### src/rtl/lfsr_pkg.sv
// ----------------------------------------------------------------------------
// Module   : lfsr_pkg
// Brief    : Default Galois tap masks per width and LFSR helper functions.
// Revision : 1.0 - initial release
// ----------------------------------------------------------------------------
`default_nettype none

package lfsr_pkg;

    // Masks encode the non-constant, non-leading terms of a primitive polynomial.
    localparam logic [15:0] c_taps_w3  = 16'h0002;  // x^3+x+1
    localparam logic [15:0] c_taps_w4  = 16'h0002;  // x^4+x+1
    localparam logic [15:0] c_taps_w5  = 16'h0004;  // x^5+x^2+1
    localparam logic [15:0] c_taps_w6  = 16'h0002;  // x^6+x+1
    localparam logic [15:0] c_taps_w7  = 16'h0002;  // x^7+x+1
    localparam logic [15:0] c_taps_w8  = 16'h001C;  // x^8+x^4+x^3+x^2+1
    localparam logic [15:0] c_taps_w9  = 16'h0010;  // x^9+x^4+1
    localparam logic [15:0] c_taps_w10 = 16'h0008;  // x^10+x^3+1
    localparam logic [15:0] c_taps_w11 = 16'h0004;  // x^11+x^2+1
    localparam logic [15:0] c_taps_w12 = 16'h0052;  // x^12+x^6+x^4+x+1
    localparam logic [15:0] c_taps_w13 = 16'h001A;  // x^13+x^4+x^3+x+1
    localparam logic [15:0] c_taps_w14 = 16'h0442;  // x^14+x^10+x^6+x+1
    localparam logic [15:0] c_taps_w15 = 16'h0002;  // x^15+x+1
    localparam logic [15:0] c_taps_w16 = 16'h100A;  // x^16+x^12+x^3+x+1

    function automatic logic [15:0] default_taps(input int unsigned w);
        logic [15:0] taps;
        taps = c_taps_w5;
        case (w)
            3:       taps = c_taps_w3;
            4:       taps = c_taps_w4;
            5:       taps = c_taps_w5;
            6:       taps = c_taps_w6;
            7:       taps = c_taps_w7;
            8:       taps = c_taps_w8;
            9:       taps = c_taps_w9;
            10:      taps = c_taps_w10;
            11:      taps = c_taps_w11;
            12:      taps = c_taps_w12;
            13:      taps = c_taps_w13;
            14:      taps = c_taps_w14;
            15:      taps = c_taps_w15;
            16:      taps = c_taps_w16;
            default: taps = c_taps_w5;
        endcase
        return taps;
    endfunction

    function automatic int unsigned max_period(input int unsigned w);
        return (32'd1 << w) - 32'd1;
    endfunction

endpackage

`default_nettype wire

### src/rtl/lfsr_next.sv
// ----------------------------------------------------------------------------
// Module   : lfsr_next
// Brief    : Combinational single-step Galois LFSR successor function.
// Revision : 1.0 - initial release
// ----------------------------------------------------------------------------
`default_nettype none

module lfsr_next #(
    parameter int unsigned          WIDTH = 5,
    parameter logic [WIDTH-1:0]     TAPS  = WIDTH'(5'b00100)
) (
    input  logic [WIDTH-1:0] q,
    output logic [WIDTH-1:0] nq
);

    logic w_fb;

    assign w_fb  = q[WIDTH-1];
    assign nq[0] = w_fb;

    for (genvar i = 1; i < WIDTH; i++) begin : g_stage
        assign nq[i] = q[i-1] ^ (TAPS[i] & w_fb);
    end

endmodule

`default_nettype wire

### src/rtl/lfsr_gen.sv
// ----------------------------------------------------------------------------
// Module   : lfsr_gen
// Brief    : Parametrised Galois LFSR with step enable, seed load, zero-seed
//            protection and measured-period reporting.
// Revision : 1.0 - initial release
// ----------------------------------------------------------------------------
`default_nettype none

module lfsr_gen
    import lfsr_pkg::*;
#(
    parameter int unsigned      WIDTH = 5,
    parameter logic [WIDTH-1:0] TAPS  = WIDTH'(default_taps(WIDTH)),
    parameter logic [WIDTH-1:0] SEED  = {WIDTH{1'b1}}
) (
    input  logic             clk,
    input  logic             rst_b,
    input  logic             en,
    input  logic             load,
    input  logic [WIDTH-1:0] seed_in,
    output logic [WIDTH-1:0] q,
    output logic             bit_out,
    output logic             wrap,
    output logic [WIDTH-1:0] period,
    output logic             load_err
);

    localparam logic [WIDTH-1:0] c_one = {{(WIDTH-1){1'b0}}, 1'b1};

    logic [WIDTH-1:0] r_q;
    logic [WIDTH-1:0] r_ref_seed;
    logic [WIDTH-1:0] r_cnt;
    logic [WIDTH-1:0] r_period;
    logic             r_wrap;
    logic             r_load_err;

    logic [WIDTH-1:0] w_nq;
    logic             w_seed_zero;
    logic             w_hit_ref;

    lfsr_next #(
        .WIDTH (WIDTH),
        .TAPS  (TAPS)
    ) u_next (
        .q  (r_q),
        .nq (w_nq)
    );

    assign w_seed_zero = (seed_in == '0);
    assign w_hit_ref   = (w_nq == r_ref_seed);

    always_ff @(posedge clk or negedge rst_b) begin
        if (!rst_b) begin
            r_q        <= SEED;
            r_ref_seed <= SEED;
            r_cnt      <= '0;
            r_period   <= '0;
            r_wrap     <= 1'b0;
            r_load_err <= 1'b0;
        end else if (load) begin
            // A zero seed would lock the register at zero forever.
            r_q        <= w_seed_zero ? SEED : seed_in;
            r_ref_seed <= w_seed_zero ? SEED : seed_in;
            r_cnt      <= '0;
            r_wrap     <= 1'b0;
            r_load_err <= w_seed_zero;
        end else if (en) begin
            r_q        <= w_nq;
            r_load_err <= 1'b0;
            if (w_hit_ref) begin
                r_period <= r_cnt + c_one;
                r_cnt    <= '0;
                r_wrap   <= 1'b1;
            end else begin
                r_cnt    <= r_cnt + c_one;
                r_wrap   <= 1'b0;
            end
        end else begin
            r_wrap     <= 1'b0;
            r_load_err <= 1'b0;
        end
    end

    assign q        = r_q;
    assign bit_out  = r_q[WIDTH-1];
    assign wrap     = r_wrap;
    assign period   = r_period;
    assign load_err = r_load_err;

endmodule

`default_nettype wire

### config.mk
export PLATFORM = sky130hd
export DESIGN_NAME = lfsr_gen
export DESIGN_NICKNAME = d
export VERILOG_FILES = /design/src/rtl/lfsr_pkg.sv /design/src/rtl/lfsr_next.sv /design/src/rtl/lfsr_gen.sv
export SDC_FILE = /design/constraint.sdc
export NUM_CORES = 1
export LEC_CHECK = 0
export BUFFER_PORTS_ARGS = -buffer_cell sky130_fd_sc_hd__buf_2
export CORE_MARGIN = 3
export CORE_UTILIZATION = 30
export CTS_CLUSTER_DIAMETER = 50
export DETAILED_ROUTE_END_ITERATION = 16
export GPL_ROUTABILITY_DRIVEN = 1
export MAX_ROUTING_LAYER = met4
export SYNTH_ARGS = -nofsm -noshare
export SYNTH_HDL_FRONTEND = slang
export SYNTH_SLANG_ARGS = --single-unit
### constraint.sdc
create_clock -name clk -period 2.2 [get_ports clk]
set_clock_uncertainty 0.2 [all_clocks]
set_input_delay 0.44 -clock clk [delete_from_list [all_inputs] [get_ports clk]]
set_output_delay 0.44 -clock clk [all_outputs]
set_load 0.02 [all_outputs]
* Word-level counts from Yosys, hierarchy flattened *
Index checks and enable logic that the tools add are counted.

word-level totals
  input port bits = 9
  bits in registers = 22
  output and inout bits = 13
  logic and storage cells = 23

cells by class
  equal/unequal tests = 1
  reductions and logical operators = 3
  bitwise logic cells = 2
  muxes and demuxes = 10
  $add $sub $neg = 1

operator list
  kind                                          number
  2-to-1 mux 5 bit                              6
  adder 5 x 1 -> 5 bit (second input constant)  1
  == test 5 bit                                 1
  logical NOT 5 bit                             1
  2-to-1 mux 1 bit                              4
  AND reduction 3 bit                           1
  nonzero test 2 bit                            1
  inverter 1 bit                                1
  bitwise XOR 1 bit                             1

* Depth between registers and ports, before layout *
  depth after elaboration = 5
  depth in mapped cells = 4
  gate-level depth less buffers = 4

* By module *
A second synthesis with hierarchy kept.

second synthesis, totals
  cells, all modules = 105
  area, all modules = 1,118.6 um^2

by module, submodules not included
  module     instances  cells each  area an instance (um^2)  seq. area each (um^2)
  lfsr_gen   1          100         1,079.8                  563.0
  lfsr_next  1          5           38.8                     0.0

* Worst setup path before layout *
Ideal clock, no wire load.

  kind = flip-flop to flip-flop
  start = reg r_q[3], in the netlist q[3]
  end = reg r_period[1], in the netlist period[1]
  required time = 1,875 ps
  arrival = 1,558 ps
  library setup time = 125 ps
  path buffers = 0
  stages on the path, launching flop included = 5
  setup slack = 317 ps
  cell sequence = dfstp_2 > xor2_1 > nor4_4 > nand4b_4 > mux2_2

between the ends
  longest elaborated chain between the ends = 2

ends and longest elaborated chain
  item                                  RTL line        text
  start: declaration                    lfsr_gen.sv:30  logic [WIDTH-1:0] r_q;
  start signal: assignment              lfsr_gen.sv:62  r_q <= w_seed_zero ? SEED : seed_in;
  start signal: assignment              lfsr_gen.sv:68  r_q <= w_nq;
  == test 5 bit                         lfsr_gen.sv:50  assign w_hit_ref = (w_nq == r_ref_seed);
  AND reduction 3 bit (no source line)  n/a
  end signal: assignment                lfsr_gen.sv:71  r_period <= r_cnt + c_one;
  end: declaration                      lfsr_gen.sv:33  logic [WIDTH-1:0] r_period;

No other way between the ends.
A chain may end at the register's enable or synchronous reset.

* Worst setup path in the final report *
  start = reg r_q[3], in the netlist q[3]
  end = reg r_period[3], in the netlist period[3]

The elaborated chain is that of the path after synthesis.

==> metrics <==
status finished clean; largest net degree at the start of global routing 23; Post-Synthesis Cells 89; arrival time worst endpoint 1900 ps; asr flop ratio synth 100%; relative slew slack 67.6%; critical path's slowest cell dfstp_2; RD Place Congestion 0.783; post-layout min period 1900 ps; Initial Util 32.7%; syn avg cell area 11.8 sq um; Flop pwr share 57.6%; most common cell after layout, fill and taps aside buf_2; H-tree levels 1; Diodes inserted 0; CP Cell Sequence xor2_1, nor4_4, nand4b_4, mux2_2; final hold vios 0; vias in the first global route 754; fin crit share 86.5%; Post-Syn Nets 99; Peak supply drop 0.272 mV; total grt overflow 0; Crit path depth 4; clk root buf clkbuf_4; max-cap violations 0; antenna-violating nets left 0; first-pass iteration count of the detailed router 4; Total GRT Usage 10.7%; # fillers 349; post-synth cell types 28; Layout area overhead 16.8%; share of layout cells above drive strength 1 37.8%; clk_lat worst skew 300 ps; crit start category register; Top Ports 22; crit end category register; clock-pin transition on the worst setup and hold timing paths 110 ps; sequential fraction of the synthesis area 53.7%; num rows 20; CTS sink count 22; total CTS buffers 3; Hold Path Class in2reg; placed cell areas 1190 sq um; Core Box Area 3200 sq um; slowest cell delay on critical path 580 ps; first-pass GRT wire length 3480 microns; Setup TNS 0 ps; Net Sw Frac 29.9%; Tot Pwr 833 uW; WL final 1910 microns; most frequent cells in the layout buf_2 (21), dfrtp_1 (12), dfstp_2 (10); RSZ-0062 raised after global routing no; IO buf count 21; Comb pwr share 20.9%; reg-to-reg slack, setup 300 ps; Buf/Inv on CP 0; Via-to-Cell Ratio 4.60; Wirelength per Cell 12.3 microns; initial antenna violation count 0; Max Clock Freq 525 MHz; PD cells 680 nW/um^2; final setup violation count 0; clk buf depth 2; Resize count post-CTS 0; DRC viols 0; width of the chip 65.1 microns; Worst EP required 2200 ps; Yosys reg bits 22; DRT iter0 DRCs 36; NetSw 249 uW; clock share of power 21.5%; via count 713; Cells on Worst Hold Path 3; cell area after layout 1220 sq um; crit-path leading delay family simple AND/OR/NAND/NOR gates; Int Pwr 585 uW; static leakage 0.600 nW; CTS tree done; EDFF count, synth 0; full die area 4240 sq um; die height 65.1 microns; # Post-CTS Setup Buffers 0; DPL Wire Length 1450 microns; yosys warns 0; crit-path max FO 6; Slew Viols, Final 0; Netlist Area Pre-Place 1050 sq um; slew of the pin with the lowest slew margin 486 ps; R2R depth 4; Synth Flop Type dfrtp_1; Final nets 122; kind of critical path reg2reg
-- stage by stage --
step                      hold WS [ps]  setup slack, ps  cells  utilization [%]
after floorplan                  -55.6              317     89                -
after global placement             222              312    150             37.1
after detailed placement           229              276    150             37.1
after CTS                          199              271    155             38.2
after global routing               223              163    155             38.2
final                              213              297    155             38.2
-- tightest hold or removal path: stages --
cell and delay, ps:
buf_2 80, nor3b_1 60, nor2_1 100
-- layer usage --
layer	global-route usage, %	part of all wire (%)	vias to the layer above
li1	-	-	353
met1	13.6	48	338
met2	16.7	45	22
met3	4.27	6.3	0
met4	1.55	0	0
met5	-	0	-
-- repair_timing --
item	4_1_cts	5_1_grt
hold endpoints to repair	12	0
endpoints found under the setup margin	0	0
hold buffers	1	0
-- synthesized netlist by cell type (2+ instances only) --
| cell | count | area, sq um |
|---|---|---|
| a22o_1 | 4 | 35.0 |
| dfrtp_1 | 12 | 300 |
| and2_1 | 2 | 12.5 |
| clkbuf_1 | 2 | 7.51 |
| xor2_1 | 6 | 52.6 |
| mux2_2 | 4 | 45.0 |
| o21ai_0 | 8 | 40.0 |
| mux2i_1 | 2 | 20.0 |
| a211oi_1 | 4 | 30.0 |
| xnor2_1 | 3 | 26.3 |
| inv_1 | 5 | 18.8 |
| nand3_1 | 2 | 10.0 |
| dfstp_2 | 10 | 263 |
| nor2_1 | 7 | 26.3 |
| nor2b_1 | 5 | 31.3 |
-- power by group through the flow --
stage / Clock, mW / Sequential, mW / Combinational (mW)
6_report: 0.179 / 0.480 / 0.174
4_1_cts: 0.192 / 0.481 / 0.178
5_1_grt: 0.215 / 0.487 / 0.194
3_5_place_dp: 0 / 0.487 / 0.177
3_3_place_gp: 0 / 0.486 / 0.174
2_1_floorplan: 0 / 0.510 / 0.0972
-- flip-flops by register name, summed over array words and instances (netlist names) --
register,cells
q,5
r_ref_seed,5
period,5
load_err,1
wrap,1
r_cnt,5
-- cells by family after synthesis --
family	Yosys count	synth area share, %
compound gates	20	13.4
xor+xnor	9	7.52
flops	22	53.7
simple gates	22	14.3
buf+inv	9	3.70
mux	6	6.21
fa+ha+maj	1	1.19
-- cell type report --
class | instances | area [sq um] | area share (%)
Clock buffer | 3 | 22.5 | 1.84
Clock inverter | 1 | 3.75 | 0.306
Inverter | 5 | 18.8 | 1.53
Multi-Input combinational cell | 58 | 447 | 36.5
Sequential cell | 22 | 563 | 46.0
Tap cell | 44 | 55.1 | 4.49
Timing Repair Buffer | 22 | 115 | 9.40
-- final timing paths --
check / startpoint / endpoint
min in group asynchronous: rst_b / wrap
max in group asynchronous: rst_b / q[1]
min: seed_in[4] / r_ref_seed[4]
max: q[3] / period[3]
min reg2reg: r_ref_seed[2] / r_ref_seed[2]
max reg2reg: q[3] / period[3]
No activity file was read; power rests on OpenSTA's default activity.
